==> src/rtl/playback_scheduler.sv <==
// playback_scheduler: steps through a song ROM one note at a time, timing each note and the silence between notes.
// Ports:
//   clock, reset_n            rising-edge clock, asynchronous active-low reset
//   cmd_valid, cmd            one-cycle command strobe (00 mute, 01 play/pause, 10 next song, 11 stop)
//   rom_div, rom_dur, rom_last  song ROM data for rom_addr (one cycle of latency); rom_div 0 is a rest
//   rom_addr                  {song_sel, note_idx}
//   div_ovf, tone_en          overflow word and buzzer gate for the tone divider
//   play_pause, stop, musica_atual, mute  status
module playback_scheduler #(
  parameter int OVF_W      = 28,
  parameter int GAP_CYCLES = 2500000
) (
  input  logic             clock,
  input  logic             reset_n,
  input  logic             cmd_valid,
  input  logic [1:0]       cmd,
  input  logic [OVF_W-1:0] rom_div,
  input  logic [OVF_W-1:0] rom_dur,
  input  logic             rom_last,
  output logic [7:0]       rom_addr,
  output logic [OVF_W-1:0] div_ovf,
  output logic             tone_en,
  output logic             play_pause,
  output logic             stop,
  output logic             musica_atual,
  output logic             mute
);
  typedef enum logic [2:0] {STOPPED, FETCH_A, FETCH_D, PLAY, GAP, PAUSED} state_t;
  localparam logic [OVF_W-1:0] ONE   = OVF_W'(1);
  localparam logic [OVF_W-1:0] GAP_L = OVF_W'(GAP_CYCLES);
  state_t state, state_n, ret, ret_n;
  logic [6:0] note_idx, idx_n;
  logic song_sel, song_n, mute_n, last, last_n, fin;
  logic [OVF_W-1:0] div_n, dur, dur_n, gap, gap_n;
  logic c_mute, c_play, c_next, c_stop;
  assign c_mute = cmd_valid && cmd == 2'b00;
  assign c_play = cmd_valid && cmd == 2'b01;
  assign c_next = cmd_valid && cmd == 2'b10;
  assign c_stop = cmd_valid && cmd == 2'b11;
  assign rom_addr     = {song_sel, note_idx};
  assign musica_atual = song_sel;
  assign tone_en      = state == PLAY && !mute && div_ovf != '0;
  assign play_pause   = state == FETCH_A || state == FETCH_D || state == PLAY || state == GAP;
  assign stop         = state == STOPPED;
  always_comb begin
    state_n = state;
    ret_n   = ret;
    idx_n   = note_idx;
    song_n  = song_sel;
    mute_n  = mute;
    last_n  = last;
    div_n   = div_ovf;
    dur_n   = dur;
    gap_n   = gap;
    fin     = 1'b0;
    case (state)
      STOPPED: begin
        idx_n   = '0;
        state_n = c_play ? FETCH_A : STOPPED;
        song_n  = c_next ? ~song_sel : song_sel;
      end
      FETCH_A: state_n = FETCH_D;
      FETCH_D: begin
        div_n   = rom_div;
        dur_n   = rom_dur == '0 ? ONE : rom_dur;
        last_n  = rom_last;
        state_n = PLAY;
      end
      PLAY: begin
        dur_n = dur == '0 ? '0 : dur - ONE;
        if (dur <= ONE) begin
          if (GAP_CYCLES == 0) begin
            fin = 1'b1;
          end else begin
            state_n = GAP;
            gap_n   = GAP_L;
          end
        end
      end
      GAP: begin
        gap_n = gap == '0 ? '0 : gap - ONE;
        fin   = gap <= ONE;
      end
      PAUSED: state_n = c_play ? ret : PAUSED;
      default: state_n = STOPPED;
    endcase
    if (fin && (last || &note_idx)) begin
      state_n = STOPPED;
      idx_n   = '0;
      div_n   = '0;
    end else if (fin) begin
      state_n = FETCH_A;
      idx_n   = note_idx + 7'd1;
    end
    // The cycle carrying the pause command still counts as played; the pause parks
    // on whatever PLAY/GAP step follows and is dropped if the note sequence moves on.
    if (c_play && (state == PLAY || state == GAP) && (state_n == PLAY || state_n == GAP)) begin
      ret_n   = state_n;
      state_n = PAUSED;
    end
    mute_n = c_mute ? ~mute : mute;
    if (c_stop) begin
      state_n = STOPPED;
      idx_n   = '0;
      div_n   = '0;
      dur_n   = '0;
      gap_n   = '0;
    end
  end
  always_ff @(posedge clock or negedge reset_n) begin
    if (!reset_n) begin
      state    <= STOPPED;
      ret      <= PLAY;
      note_idx <= '0;
      song_sel <= 1'b0;
      mute     <= 1'b0;
      last     <= 1'b0;
      div_ovf  <= '0;
      dur      <= '0;
      gap      <= '0;
    end else begin
      state    <= state_n;
      ret      <= ret_n;
      note_idx <= idx_n;
      song_sel <= song_n;
      mute     <= mute_n;
      last     <= last_n;
      div_ovf  <= div_n;
      dur      <= dur_n;
      gap      <= gap_n;
    end
  end
endmodule

==> config.mk <==
export PLATFORM = sky130hd
export DESIGN_NAME = playback_scheduler
export DESIGN_NICKNAME = d
export VERILOG_FILES = /design/src/rtl/playback_scheduler.sv
export SDC_FILE = /design/constraint.sdc
export NUM_CORES = 1
export LEC_CHECK = 0
export BUFFER_PORTS_ARGS = -buffer_cell sky130_fd_sc_hd__buf_2
export CELL_PAD_IN_SITES_DETAIL_PLACEMENT = 1
export CELL_PAD_IN_SITES_GLOBAL_PLACEMENT = 2
export CORE_MARGIN = 1.5
export CORE_UTILIZATION = 31
export CTS_BUF_LIST = sky130_fd_sc_hd__clkbuf_16
export CTS_CLUSTER_DIAMETER = 120
export DETAILED_ROUTE_END_ITERATION = 10
export GPL_ROUTABILITY_DRIVEN = 1
export PLACE_DENSITY = 0.77
export SYNTH_ARGS = -nofsm -noshare
export SYNTH_HDL_FRONTEND = slang
export SYNTH_SLANG_ARGS = --single-unit
==> constraint.sdc <==
create_clock -name clock -period 2.6 [get_ports clock]
set_input_delay 0.52 -clock clock [delete_from_list [all_inputs] [get_ports clock]]
set_output_delay 0.52 -clock clock [all_outputs]
set_load 0.1 [all_outputs]
==> impl_results.md <==
- Buf+Inv Stages, Crit Path: 1
- DR pass1 iterations: 4
- Mux share of post-synthesis cell area: 2.13%
- R2R depth: 6
- Vias/cell: 5.53
- Compound-Gate Fraction of Synth Area: 18.7%
- Slowest stage delay, CP: 0.59 ns
- Layout area overhead: 24.3%
- Worst Max-Slew Pin Slew: 0.741 ns
- Cell count after synthesis: 633
- Number of diodes: 0
- RR Startpoint: dur[12]
- Flops & latches, synth: 100
- Pwr dens: 1260 nW/um2
- Met1 usage: 26.5%
- Asr flop ratio synth: 100%
- Via count: 5471
- Routed wire length: 19000 um
- Utilization after layout: 39.2%
- Mean Syn Cell Area: 8.91 um2
- Xor/xnor share of the synthesized area: 3.73%
- Crit path DAT: 2.74 ns
- Setup crit start kind: flip-flop
- Critical Path End Type: flip-flop
- Final hold violations: 0
- Wire per inst: 19.2 um
- Met3 Use GR: 3.25%
- Num rows: 49
- Main combinational cell family by area after synthesis: simple AND/OR/NAND/NOR gates
- GP Congestion: 0.848
- Fin area: 7010 um2
- Tcrit/Tclk final: 96.5%
- Delay-heaviest family, CP: simple AND/OR/NAND/NOR gates
- RR Endpoint: dur[25]
- Post-synth EDFFs: 0
- Post-synthesis cell type count: 65
- Maximum clock rate: 398 MHz
- Sequential share of the synthesized area: 44.4%
- Clock Sinks: 100
- First-pass GRT wire length: 30200 um
- Die X: 138 um
- Most common flop cell mapped by yosys: dfrtp_1
- Met2 GRT Util: 35.0%
- Crit-path max FO: 10
- Grt total ovfl: 0
- Synth Area in Adders: 1.33%
- Placed Cells: 974
- Clock-pin slew on the worst setup and hold paths: 0.07 ns
- Final Non-Filler Cells: 990
- LEAKAGE: 3.18 nW
- Dpl ws: 0.0358 ns
- Fin crit period: 2.51 ns
- Synth Area in Simple Gates: 26.0%
- CP max stage cell: or4_1
- Num ports: 103
- Final setup viols: 0
- Top Usage Layer GRT: met2
- Final Max Slew Viols: 0
- Input/output buffers: 102
- Skew final: 0.0140 ns
- DP Area: 6670 um2
- Vias in the first global route: 5657
- Status: completed
- Peak VDD IR: 0.686 mV
- Worst setup margin: 0.0903 ns
- Max cap viols: 0
- Worst min-delay path category: in2async
- YS warnings: 0
- Required time of the worst setup path: 2.83 ns
- DP HPWL: 14000 um
- Core ar.: 17900 um2
- Ratio of cells with drive above 1 in the final layout: 24.0%
- Total CTS buffers: 9
- Initial Util: 31.5%
- Largest net degree at the start of global routing: 53
- Die area: 19000 um2
- Nets: 824
- Hold_buf cts: 0
- FF-to-FF setup slack: 0.09 ns
- Initial drt markers: 220
- Worst slew margin relative to its limit: 50.5%
- Clk buf depth: 2
- Die Height: 138 um
- DRC Markers: 0
- Most frequent CP cell: or3_1
- Crit Path Class: reg2reg
- Syn_nets: 701
- ANT nets after route: 0
- Initial antenna violation count: 0
- Clock latency at the later pin of the worst-skew pair: 0.36 ns
- CP cell instances: or4_1 > or3_1 > buf_4 > or3_1 > o221ai_1 > o311ai_1
- CTS tree: done
- Htree depth: 3
- Gr usage total: 20.3%
- Clk root buf: clkbuf_16
- Cell area after synthesis: 5640 um2
-- state kept, by name, summed over array words and instances, names as in the netlist --
signal        flops
div_ovf          28
dur              28
gap              28
note_idx          7
ret               3
state             3
last              1
musica_atual      1
mute              1
-- power by group --
part           internal (W)  leakage, nW  switching, W  total (W)
logic               0.00133         1.71       0.00344    0.00477
registers           0.00202         1.31      0.000512    0.00253
clock network      0.000852        0.162      0.000661    0.00151
total               0.00420         3.18       0.00461    0.00881
-- final cells by class --
class,count,area (um2)
fillers,2139,10900
clock inverters,7,98.8
inverters,15,56.3
well taps,229,287
repair buffers,145,873
multi-input cells,485,2970
flip-flops and latches,100,2500
clock buffers,9,225
-- cell usage in the layout, fill, tap and decap left out, drive strengths merged, types with 4 or more instances in the layout --
cell and n:
clkbuf 9, a221o 7, xnor2 15, and3 7, nor3 26, nand4b 4
nand3b 11, mux2i 12, nand4 8, o211ai 6, nor4 29, buf 145
or4 11, a31oi 5, a41oi 4, ha 6, o31ai 7, o21ai 28
nor2 45, or3 14, dfrtp 98, xor2 9, a21oi 60, inv 18
nand3 20, nand2 91, a22oi 12
-- through the flow --
| step | hold WS [ns] | setup TNS [ns] | total power, W |
|---|---|---|---|
| 4_1_cts | 0.101 | 0 | 0.00884 |
| 5_1_grt | 0.105 | -0.00408 | 0.00934 |
| 2_1_floorplan | 0.224 | -0.322 | 0.00598 |
| 3_3_place_gp | 0.454 | 0 | 0.00715 |
| 3_5_place_dp | 0.470 | 0 | 0.00730 |
| 6_report | 0.0913 | 0 | 0.00881 |
-- layer usage --
layer,share of wire (%),vias up
met1,45,2773
li1,-,2596
met2,50,83
met3,2.7,19
met5,0,-
met4,1.5,0
-- what timing repair did --
action                                  4_1_cts  5_1_grt
endpoints found under the setup margin        0       21
endpoints found under the hold margin         0        0
setup buffers                                 0        0
resized for setup                             0        5
-- cells in the mapped netlist, types with 6 or more instances --
cell | n | area [um2]
mux2i_1 | 12 | 120
o211ai_1 | 6 | 45.0
nand4_1 | 8 | 50.1
or3_1 | 12 | 75.1
a21oi_1 | 60 | 300
o31ai_1 | 6 | 45.0
dfrtp_1 | 98 | 2450
clkbuf_1 | 22 | 82.6
nand3b_1 | 11 | 82.6
nor4_1 | 28 | 175
ha_1 | 6 | 75.1
buf_2 | 7 | 35.0
or4_1 | 11 | 82.6
xnor2_1 | 15 | 131
nor2_1 | 45 | 169
a22oi_1 | 12 | 90.1
a221o_1 | 7 | 70.1
nand3_1 | 20 | 100
and3_1 | 7 | 43.8
o21ai_0 | 25 | 125
nand2_1 | 91 | 342
nor3_1 | 26 | 130
xor2_1 | 9 | 78.8
inv_1 | 15 | 56.3
-- logic make-up (layout without fill, tap and decap cells) --
logic type                 Yosys count  after routing
xor gates and xnor gates            24             24
DFF                                100            100
AOI/OAI and AO/OA                  159            159
and+or+nand+nor                    284            284
muxes                               12             12
adders and majority gates            6              6
buffers and inverters               48            176
-- worst max path at each step --
stage / depth (start not counted) / startpoint / end
after floorplan: 4 / div_ovf[7] / tone_en
after global placement: 9 / gap[1] / gap[19]
after detailed placement: 8 / dur[0] / gap[22]
after CTS: 8 / dur[0] / gap[22]
after global routing: 6 / dur[12] / dur[20]
final: 6 / dur[12] / dur[25]
(Power assumes the default switching activity.)
